`config.mk`:
```
export PLATFORM = sky130hd
export DESIGN_NAME = flash_copy_loader
export DESIGN_NICKNAME = d
export VERILOG_FILES = /design/src/rtl/flash_pkg.sv /design/src/rtl/flash_copy_loader_byte_word_packer.sv /design/src/rtl/flash_copy_loader.sv
export SDC_FILE = /design/constraint.sdc
export NUM_CORES = 1
export LEC_CHECK = 0
export ABC_AREA = 1
export ABC_CLOCK_PERIOD_IN_PS = 2300
export CORE_UTILIZATION = 45
export DETAILED_ROUTE_END_ITERATION = 16
export PLACE_DENSITY_LB_ADDON = 0.1
export SLEW_MARGIN = 20
export SYNTH_ARGS = -nofsm -noshare
export SYNTH_HDL_FRONTEND = slang
export SYNTH_SLANG_ARGS = --single-unit
```
`constraint.sdc`:
```
create_clock -name clk -period 2.3 [get_ports clk]
set_input_delay 0.46 -clock clk [delete_from_list [all_inputs] [get_ports clk]]
set_output_delay 0.46 -clock clk [all_outputs]
set_load 0.01 [all_outputs]
```
`src/rtl/flash_pkg.sv`:
```
// Shared definitions for the SPI flash boot path: loader state encoding,
// flash command opcodes and the image header length width.
package flash_pkg;

    typedef enum logic [2:0] {
        LDR_IDLE,
        LDR_LEN_HI,
        LDR_LEN_LO,
        LDR_DATA,
        LDR_CSUM,
        LDR_DONE,
        LDR_ERR
    } ldr_state_e;

    localparam logic [7:0] SPI_CMD_RDSR = 8'h05;
    localparam logic [7:0] SPI_CMD_READ = 8'h03;

    localparam int LEN_W = 16;

endpackage

```
`src/rtl/flash_copy_loader_byte_word_packer.sv`:
```
// Packs payload bytes little-endian into RAM words; a completed word is
// parked in the output register until the loader's write strobe retires it.
module byte_word_packer #(
    parameter int WORD_BYTES = 2
) (
    input  logic                    clk,
    input  logic                    rst_n,
    input  logic                    clear_i,
    input  logic                    accept_i,
    input  logic [7:0]              byte_i,
    input  logic [15:0]             count_i,
    input  logic                    last_i,
    input  logic                    write_i,
    output logic                    word_full_o,
    output logic [8*WORD_BYTES-1:0] wdata_o
);

    logic [8*WORD_BYTES-1:0] acc_q, acc_d;
    logic [8*WORD_BYTES-1:0] wdata_q, wdata_d;
    logic [8*WORD_BYTES-1:0] merged;
    logic                    full_q, full_d;
    int unsigned             lane;

    always_comb begin
        acc_d   = acc_q;
        wdata_d = wdata_q;
        full_d  = full_q;
        lane    = 32'(count_i % 16'(WORD_BYTES));
        merged  = acc_q;
        merged[lane*8 +: 8] = byte_i;
        if (clear_i) begin
            acc_d   = '0;
            wdata_d = '0;
            full_d  = 1'b0;
        end else begin
            if (write_i) begin
                full_d = 1'b0;
            end
            // Accumulator lanes above the current one are still zero, which
            // gives the zero fill of a short final word for free.
            if (accept_i) begin
                if (lane == 32'(WORD_BYTES - 1) || last_i) begin
                    wdata_d = merged;
                    acc_d   = '0;
                    full_d  = 1'b1;
                end else begin
                    acc_d = merged;
                end
            end
        end
    end

    always_ff @(posedge clk or negedge rst_n) begin
        if (!rst_n) begin
            acc_q   <= '0;
            wdata_q <= '0;
            full_q  <= 1'b0;
        end else begin
            acc_q   <= acc_d;
            wdata_q <= wdata_d;
            full_q  <= full_d;
        end
    end

    assign word_full_o = full_q;
    assign wdata_o     = wdata_q;

endmodule

```
`src/rtl/flash_copy_loader.sv`:
```
// Boot image copy loader: parses length header and payload from the flash
// byte stream into RAM. Optional trailing XOR checksum: FLASH_COPY_LOADER_CHECKSUM_EN.
module flash_copy_loader
    import flash_pkg::*;
#(
    parameter int ADDR_W     = 12,
    parameter int WORD_BYTES = 2,
    parameter int MAX_BYTES  = 8192
) (
    input  logic                    clk,
    input  logic                    rst_n,
    input  logic                    start,
    input  logic [7:0]              in_data,
    input  logic                    in_valid,
    output logic                    in_ready,
    output logic [ADDR_W-1:0]       mem_addr,
    output logic [8*WORD_BYTES-1:0] mem_wdata,
    output logic                    mem_we,
    input  logic                    mem_busy,
    output logic                    busy,
    output logic                    done,
    output logic                    error,
    output logic [15:0]             byte_count
);

`ifdef FLASH_COPY_LOADER_CHECKSUM_EN
    localparam ldr_state_e POST_DATA = LDR_CSUM;
    logic [7:0] xor_q, xor_d;
`else
    localparam ldr_state_e POST_DATA = LDR_DONE;
`endif

    ldr_state_e        state_q, state_d;
    logic [7:0]        len_hi_q, len_hi_d;
    logic [LEN_W-1:0]  len_q, len_d;
    logic [LEN_W-1:0]  cnt_q, cnt_d;
    logic [ADDR_W-1:0] addr_q, addr_d;
    logic [LEN_W-1:0]  len_full;
    logic              clear, data_accept, last_byte, we, word_full;

    always_comb begin
        state_d     = state_q;
        len_hi_d    = len_hi_q;
        len_d       = len_q;
        cnt_d       = cnt_q;
        addr_d      = addr_q;
`ifdef FLASH_COPY_LOADER_CHECKSUM_EN
        xor_d       = xor_q;
`endif
        in_ready    = 1'b0;
        we          = 1'b0;
        clear       = 1'b0;
        data_accept = 1'b0;
        last_byte   = 1'b0;
        len_full    = {len_hi_q, in_data};

        case (state_q)
            LDR_IDLE, LDR_DONE, LDR_ERR: begin
                if (start) begin
                    clear   = 1'b1;
                    cnt_d   = '0;
                    addr_d  = '0;
`ifdef FLASH_COPY_LOADER_CHECKSUM_EN
                    xor_d   = '0;
`endif
                    state_d = LDR_LEN_HI;
                end
            end
            LDR_LEN_HI: begin
                in_ready = 1'b1;
                if (in_valid) begin
                    len_hi_d = in_data;
                    state_d  = LDR_LEN_LO;
                end
            end
            LDR_LEN_LO: begin
                in_ready = 1'b1;
                if (in_valid) begin
                    len_d = len_full;
                    if (32'(len_full) > MAX_BYTES) begin
                        state_d = LDR_ERR;
                    end else if (len_full == '0) begin
                        state_d = POST_DATA;
                    end else begin
                        state_d = LDR_DATA;
                    end
                end
            end
            LDR_DATA: begin
                // Stop taking bytes once the payload is complete so the count
                // saturates at len while the last word drains.
                in_ready = (cnt_q != len_q) && !(word_full && mem_busy);
                we       = word_full && !mem_busy;
                if (we) begin
                    addr_d = addr_q + 1'b1;
                end
                if (in_ready && in_valid) begin
                    data_accept = 1'b1;
                    cnt_d       = cnt_q + 1'b1;
                    last_byte   = (cnt_q + 1'b1 == len_q);
`ifdef FLASH_COPY_LOADER_CHECKSUM_EN
                    xor_d       = xor_q ^ in_data;
`endif
                end
                if (we && cnt_q == len_q) begin
                    state_d = POST_DATA;
                end
            end
`ifdef FLASH_COPY_LOADER_CHECKSUM_EN
            LDR_CSUM: begin
                in_ready = 1'b1;
                if (in_valid) begin
                    state_d = (in_data == xor_q) ? LDR_DONE : LDR_ERR;
                end
            end
`endif
            default: state_d = LDR_IDLE;
        endcase
    end

    always_ff @(posedge clk or negedge rst_n) begin
        if (!rst_n) begin
            state_q  <= LDR_IDLE;
            len_hi_q <= '0;
            len_q    <= '0;
            cnt_q    <= '0;
            addr_q   <= '0;
`ifdef FLASH_COPY_LOADER_CHECKSUM_EN
            xor_q    <= '0;
`endif
        end else begin
            state_q  <= state_d;
            len_hi_q <= len_hi_d;
            len_q    <= len_d;
            cnt_q    <= cnt_d;
            addr_q   <= addr_d;
`ifdef FLASH_COPY_LOADER_CHECKSUM_EN
            xor_q    <= xor_d;
`endif
        end
    end

    byte_word_packer #(
        .WORD_BYTES(WORD_BYTES)
    ) u_packer (
        .clk        (clk),
        .rst_n      (rst_n),
        .clear_i    (clear),
        .accept_i   (data_accept),
        .byte_i     (in_data),
        .count_i    (cnt_q),
        .last_i     (last_byte),
        .write_i    (we),
        .word_full_o(word_full),
        .wdata_o    (mem_wdata)
    );

    assign mem_we     = we;
    assign mem_addr   = addr_q;
    assign byte_count = cnt_q;
    assign busy       = (state_q == LDR_LEN_HI) || (state_q == LDR_LEN_LO) ||
                        (state_q == LDR_DATA)   || (state_q == LDR_CSUM);
    assign done       = (state_q == LDR_DONE);
    assign error      = (state_q == LDR_ERR);

endmodule

```
==> impl_metrics.xml <==
<?xml version="1.0" encoding="UTF-8"?>
<metrics>
  <group name="cells_and_area">
    <metric name="layout-drive-gt1-share" unit="%">16.5</metric>
    <metric name="layout.core_utilization" unit="%">60.5</metric>
    <metric name="nNetsFinal" unit="">767</metric>
    <metric name="syn2layout_area_growth" unit="%">29.0</metric>
    <metric name="diodes" unit="">0</metric>
    <metric name="final.fill_count" unit="">956</metric>
    <metric name="layout.area.seq" unit="sq um">2210</metric>
    <metric name="multiInputGateArea" unit="sq um">2420</metric>
  </group>
  <group name="global_route">
    <metric name="grt_max_degree" unit="">54</metric>
    <metric name="gr-usage-all-layers" unit="%">25.2</metric>
    <metric name="initial_antenna_violation_count" unit="">0</metric>
    <metric name="global_route.overflow_total" unit="">0</metric>
    <metric name="first_pass_grt_wire_length" unit="um">22000</metric>
    <metric name="first_global_vias" unit="">4345</metric>
  </group>
  <group name="routing">
    <metric name="top_layer_used" unit="">met4</metric>
    <metric name="wl_met1" unit="um">6500</metric>
    <metric name="first_pass_iters" unit="">7</metric>
    <metric name="drtIter0Drc" unit="">265</metric>
    <metric name="drt-wirelength-per-cell" unit="um">15.3</metric>
    <metric name="detailroute.via_count" unit="">4694</metric>
    <metric name="postRouteWirelength" unit="um">13600</metric>
    <metric name="final_antenna_net_count" unit="">0</metric>
    <metric name="via_per_inst" unit="">5.26</metric>
    <metric name="route.detailed.drc" unit="">0</metric>
    <metric name="wl_met3" unit="um">653</metric>
    <metric name="dr_wl_met2" unit="um">6230</metric>
  </group>
  <group name="critical_path">
    <metric name="setup.worst_path.start" unit="">len_q[6]</metric>
    <metric name="register_to_register_setup_slack" unit="ns">0.10</metric>
    <metric name="critical_path.endpoint_type" unit="">output pin</metric>
    <metric name="rr_worst_depth" unit="">13</metric>
    <metric name="rr_startpoint" unit="">byte_count[1]</metric>
    <metric name="critical_path.reg2reg.endpoint" unit="">u_packer.acc_q[7]</metric>
    <metric name="worst-path-max-fanout" unit="">2</metric>
    <metric name="worst_setup_path_start_kind" unit="">flop</metric>
    <metric name="critPathRequiredTime" unit="ns">1.84</metric>
    <metric name="ws_path_type" unit="">reg2out</metric>
    <metric name="worst-endpoint-arrival" unit="ns">1.89</metric>
  </group>
  <group name="placed_design">
    <metric name="buffer_ports.inserted" unit="">61</metric>
    <metric name="place.detailed.hpwl" unit="um">9560</metric>
    <metric name="gp_routability_congestion" unit="">0.890</metric>
    <metric name="dp_slack" unit="ns">-0.0259</metric>
  </group>
  <group name="synthesis">
    <metric name="syn_area_per_cell" unit="sq um">7.66</metric>
    <metric name="netlist_area" unit="sq um">4890</metric>
    <metric name="postSynthRegisterBits" unit="">88</metric>
    <metric name="yosysWarningCount" unit="">0</metric>
    <metric name="yosysSeqAreaShare" unit="%">45.0</metric>
    <metric name="cell_count_after_synthesis" unit="">638</metric>
    <metric name="synth_cell_type_count" unit="">38</metric>
    <metric name="postSynthNetCount" unit="">653</metric>
  </group>
  <group name="floorplan">
    <metric name="start_util" unit="%">46.9</metric>
    <metric name="die_width" unit="um">106</metric>
    <metric name="fp.dieArea" unit="sq um">11300</metric>
    <metric name="pin_count" unit="">62</metric>
    <metric name="die_outline_height" unit="um">106</metric>
    <metric name="num_rows" unit="">37</metric>
    <metric name="design.core.area" unit="sq um">10400</metric>
  </group>
  <group name="pwr">
    <metric name="comb_power_share" unit="%">47.9</metric>
    <metric name="power.density" unit="nW/um^2">975</metric>
    <metric name="seq_power_share" unit="%">36.3</metric>
    <metric name="swShare" unit="%">42.9</metric>
    <metric name="p_int" unit="mW">3.51</metric>
    <metric name="power_switching" unit="mW">2.64</metric>
    <metric name="power.ir.vdd_worst" unit="V">0.000435</metric>
    <metric name="power.clock.fraction" unit="%">15.8</metric>
    <metric name="power.static_leakage" unit="nW">3.01</metric>
  </group>
  <group name="cts">
    <metric name="tritoncts" unit="">built</metric>
    <metric name="clock_transition_at_path_regs" unit="ns">0.09</metric>
    <metric name="clock_tree.buffer_depth" unit="">2</metric>
    <metric name="clock_insertion_delay_worst_skew" unit="ns">0.36</metric>
    <metric name="clock-sinks" unit="">88</metric>
    <metric name="root_buffer" unit="">sky130_fd_sc_hd__clkbuf_8</metric>
    <metric name="cts_made_buffers" unit="">9</metric>
    <metric name="cts_hold_repair.buffers" unit="">0</metric>
    <metric name="clock_tree.htree_level_count" unit="">3</metric>
  </group>
  <group name="run_status">
    <metric name="run_status" unit="">complete, but fails checks</metric>
    <metric name="violated_checks" unit="">setup timing</metric>
  </group>
  <group name="timing">
    <metric name="layout_setup_ws" unit="ns">-0.0470</metric>
    <metric name="timing.final.crit_period" unit="ns">2.35</metric>
    <metric name="fin_crit_sh" unit="%">102</metric>
    <metric name="rsz0062_at_grt" unit="">yes</metric>
    <metric name="timing.fmax" unit="MHz">426</metric>
    <metric name="slew-limit-headroom" unit="%">67.3</metric>
    <metric name="finalMaxSlewViolations" unit="">0</metric>
    <metric name="finClkSkew" unit="ns">0.0129</metric>
    <metric name="worst-slew-pin-transition" unit="ns">0.490</metric>
    <metric name="hold_violations" unit="">0</metric>
    <metric name="setup_viol" unit="">1</metric>
  </group>
  <group name="min_path">
    <metric name="timing.hold.worst.class" unit="">in2async</metric>
  </group>
  <group name="flow_run">
    <metric name="maxCapViolCount" unit="">0</metric>
  </group>
</metrics>
[through the flow]
step | power (mW) | hold WS (ns) | instance area (sq um) | std cells | setup TNS [ns]
after floorplan | 3.99 | 0.164 | 4890 | 638 | 0
after global placement | 4.93 | 0.461 | 5920 | 858 | -0.00935
after detailed placement | 4.98 | 0.463 | 5920 | 858 | -0.0373
after CTS | 6.01 | 0.0575 | 6150 | 879 | -0.0320
after global routing | 6.62 | 0.0743 | 6310 | 892 | -1.36
final | 6.15 | 0.0428 | 6310 | 892 | -0.0470
[registers in the layout, indices dropped and copies added (netlist names)]
signal,count
byte_count,16
len_hi_q,8
len_q,16
mem_addr,12
state_q,3
u_packer.acc_q,16
u_packer.wdata_o,16
u_packer.word_full_o,1
[layout make-up]
cell class | instances | area share (%)
Timing Repair Buffer | 125 | 17.9
Sequential cell | 88 | 35.0
Multi-Input combinational cell | 469 | 38.3
Clock inverter | 3 | 0.298
Clock buffer | 12 | 2.30
Inverter | 59 | 3.51
Tap cell | 136 | 2.70
[repair_timing]
item / 4_1_cts / 5_1_grt
cloned: 0 / 2
setup endpoints to repair: 23 / 37
pin swaps: 8 / 20
gates resized for setup: 11 / 17
setup buffers: 6 / 11
[cells by family (layout without fill, tap and decap cells)]
kind of cell,count (synthesis),after routing,share of synthesized area [%]
buffers and inverters,83,199,7.32
flip-flops,88,88,45.0
adder cells (fa/ha/maj),2,2,0.512
XOR/XNOR,22,22,3.94
multiplexers,1,1,0.230
AND/OR/NAND/NOR,347,349,31.8
AO/OA/AOI/OAI,95,95,11.2
[power groups by stage]
stage                     registers [mW]  logic [mW]  clock network (mW)
after floorplan                     2.22        1.77                   0
after global placement              2.23        2.70                   0
after detailed placement            2.25        2.74                   0
after CTS                           2.22        2.80               0.996
after global routing                2.27        3.29                1.06
final                               2.23        2.95               0.972
[cell usage in the layout (no fill, tap or decap), types with 9 or more instances in the layout]
cell,synthesis,final
sky130_fd_sc_hd__nor3_1,10,10
sky130_fd_sc_hd__o21ai_0,47,44
sky130_fd_sc_hd__o21ai_1,7,9
sky130_fd_sc_hd__clkbuf_8,0,10
sky130_fd_sc_hd__nand4_1,9,9
sky130_fd_sc_hd__a21oi_1,17,17
sky130_fd_sc_hd__dfrtp_1,88,85
sky130_fd_sc_hd__nand2_1,172,170
sky130_fd_sc_hd__nand3_1,58,58
sky130_fd_sc_hd__a211oi_1,12,12
sky130_fd_sc_hd__nor2_1,69,66
sky130_fd_sc_hd__xor2_1,18,16
sky130_fd_sc_hd__buf_4,4,60
sky130_fd_sc_hd__inv_1,54,53
sky130_fd_sc_hd__clkdlybuf4s50_1,0,58
[cell usage after synthesis]
| cell | instances | share of area [%] |
|---|---|---|
| sky130_fd_sc_hd__a21boi_0 | 1 | 0.15 |
| sky130_fd_sc_hd__nand2_1 | 172 | 13 |
| sky130_fd_sc_hd__a31oi_1 | 2 | 0.26 |
| sky130_fd_sc_hd__xor2_1 | 18 | 3.2 |
| sky130_fd_sc_hd__o31ai_1 | 2 | 0.31 |
| sky130_fd_sc_hd__clkbuf_1 | 9 | 0.69 |
| sky130_fd_sc_hd__nand2_2 | 5 | 0.64 |
| sky130_fd_sc_hd__a211oi_1 | 12 | 1.8 |
| sky130_fd_sc_hd__o21bai_4 | 1 | 0.38 |
| sky130_fd_sc_hd__nor2_4 | 6 | 1.4 |
| sky130_fd_sc_hd__o22ai_1 | 1 | 0.13 |
| sky130_fd_sc_hd__o21ai_0 | 47 | 4.8 |
| sky130_fd_sc_hd__o21a_1 | 1 | 0.15 |
| sky130_fd_sc_hd__nor4_1 | 1 | 0.13 |
| sky130_fd_sc_hd__mux2_2 | 1 | 0.23 |
| sky130_fd_sc_hd__nor2_2 | 4 | 0.51 |
| sky130_fd_sc_hd__a22o_1 | 3 | 0.54 |
| sky130_fd_sc_hd__nor3_1 | 10 | 1.0 |
| sky130_fd_sc_hd__inv_1 | 54 | 4.1 |
| sky130_fd_sc_hd__dfrtp_1 | 88 | 45 |
| sky130_fd_sc_hd__buf_6 | 3 | 0.69 |
| sky130_fd_sc_hd__nor2_1 | 69 | 5.3 |
| sky130_fd_sc_hd__nand3b_1 | 3 | 0.46 |
| sky130_fd_sc_hd__nand4_1 | 9 | 1.2 |
| sky130_fd_sc_hd__nor3b_1 | 1 | 0.15 |
| sky130_fd_sc_hd__nand3_2 | 7 | 1.4 |
| sky130_fd_sc_hd__buf_1 | 1 | 0.077 |
| sky130_fd_sc_hd__buf_4 | 4 | 0.61 |
| sky130_fd_sc_hd__nand3_1 | 58 | 5.9 |
| sky130_fd_sc_hd__o21ai_1 | 7 | 0.72 |
| sky130_fd_sc_hd__xnor2_1 | 4 | 0.72 |
| sky130_fd_sc_hd__ha_1 | 2 | 0.51 |
| sky130_fd_sc_hd__buf_2 | 7 | 0.72 |
| sky130_fd_sc_hd__inv_2 | 5 | 0.38 |
| sky130_fd_sc_hd__o21bai_1 | 1 | 0.15 |
| sky130_fd_sc_hd__nand2_4 | 1 | 0.23 |
| sky130_fd_sc_hd__a21oi_1 | 17 | 1.7 |
| sky130_fd_sc_hd__nor3_2 | 1 | 0.20 |
[how the worst max path moves through the flow]
stage          cells past startpoint  slack, ns                  to
3_5_place_dp                       9      -0.03            in_ready
4_1_cts                            9      -0.03            in_ready
5_1_grt                            9      -0.14            in_ready
2_1_floorplan                     13       0.31  u_packer.acc_q[15]
6_report                           9      -0.05            in_ready
3_3_place_gp                       9     -0.009            in_ready
[critical path: stages, from the launching register on]
cell	delay, ns
sky130_fd_sc_hd__dfrtp_1	0.43
sky130_fd_sc_hd__xor2_1	0.15
sky130_fd_sc_hd__nor2_1	0.18
sky130_fd_sc_hd__nand2_1	0.08
sky130_fd_sc_hd__nor2_1	0.08
sky130_fd_sc_hd__nand2_1	0.11
sky130_fd_sc_hd__nand2_1	0.11
sky130_fd_sc_hd__a21oi_1	0.06
sky130_fd_sc_hd__nand3b_1	0.18
sky130_fd_sc_hd__buf_2	0.15
[layer usage]
metal	vias up	track usage, %
met5	-	0
met2	141	38.3
li1	2304	-
met4	0	9.33
met3	18	4.17
met1	2231	36.0
(Power assumes the default switching activity.)
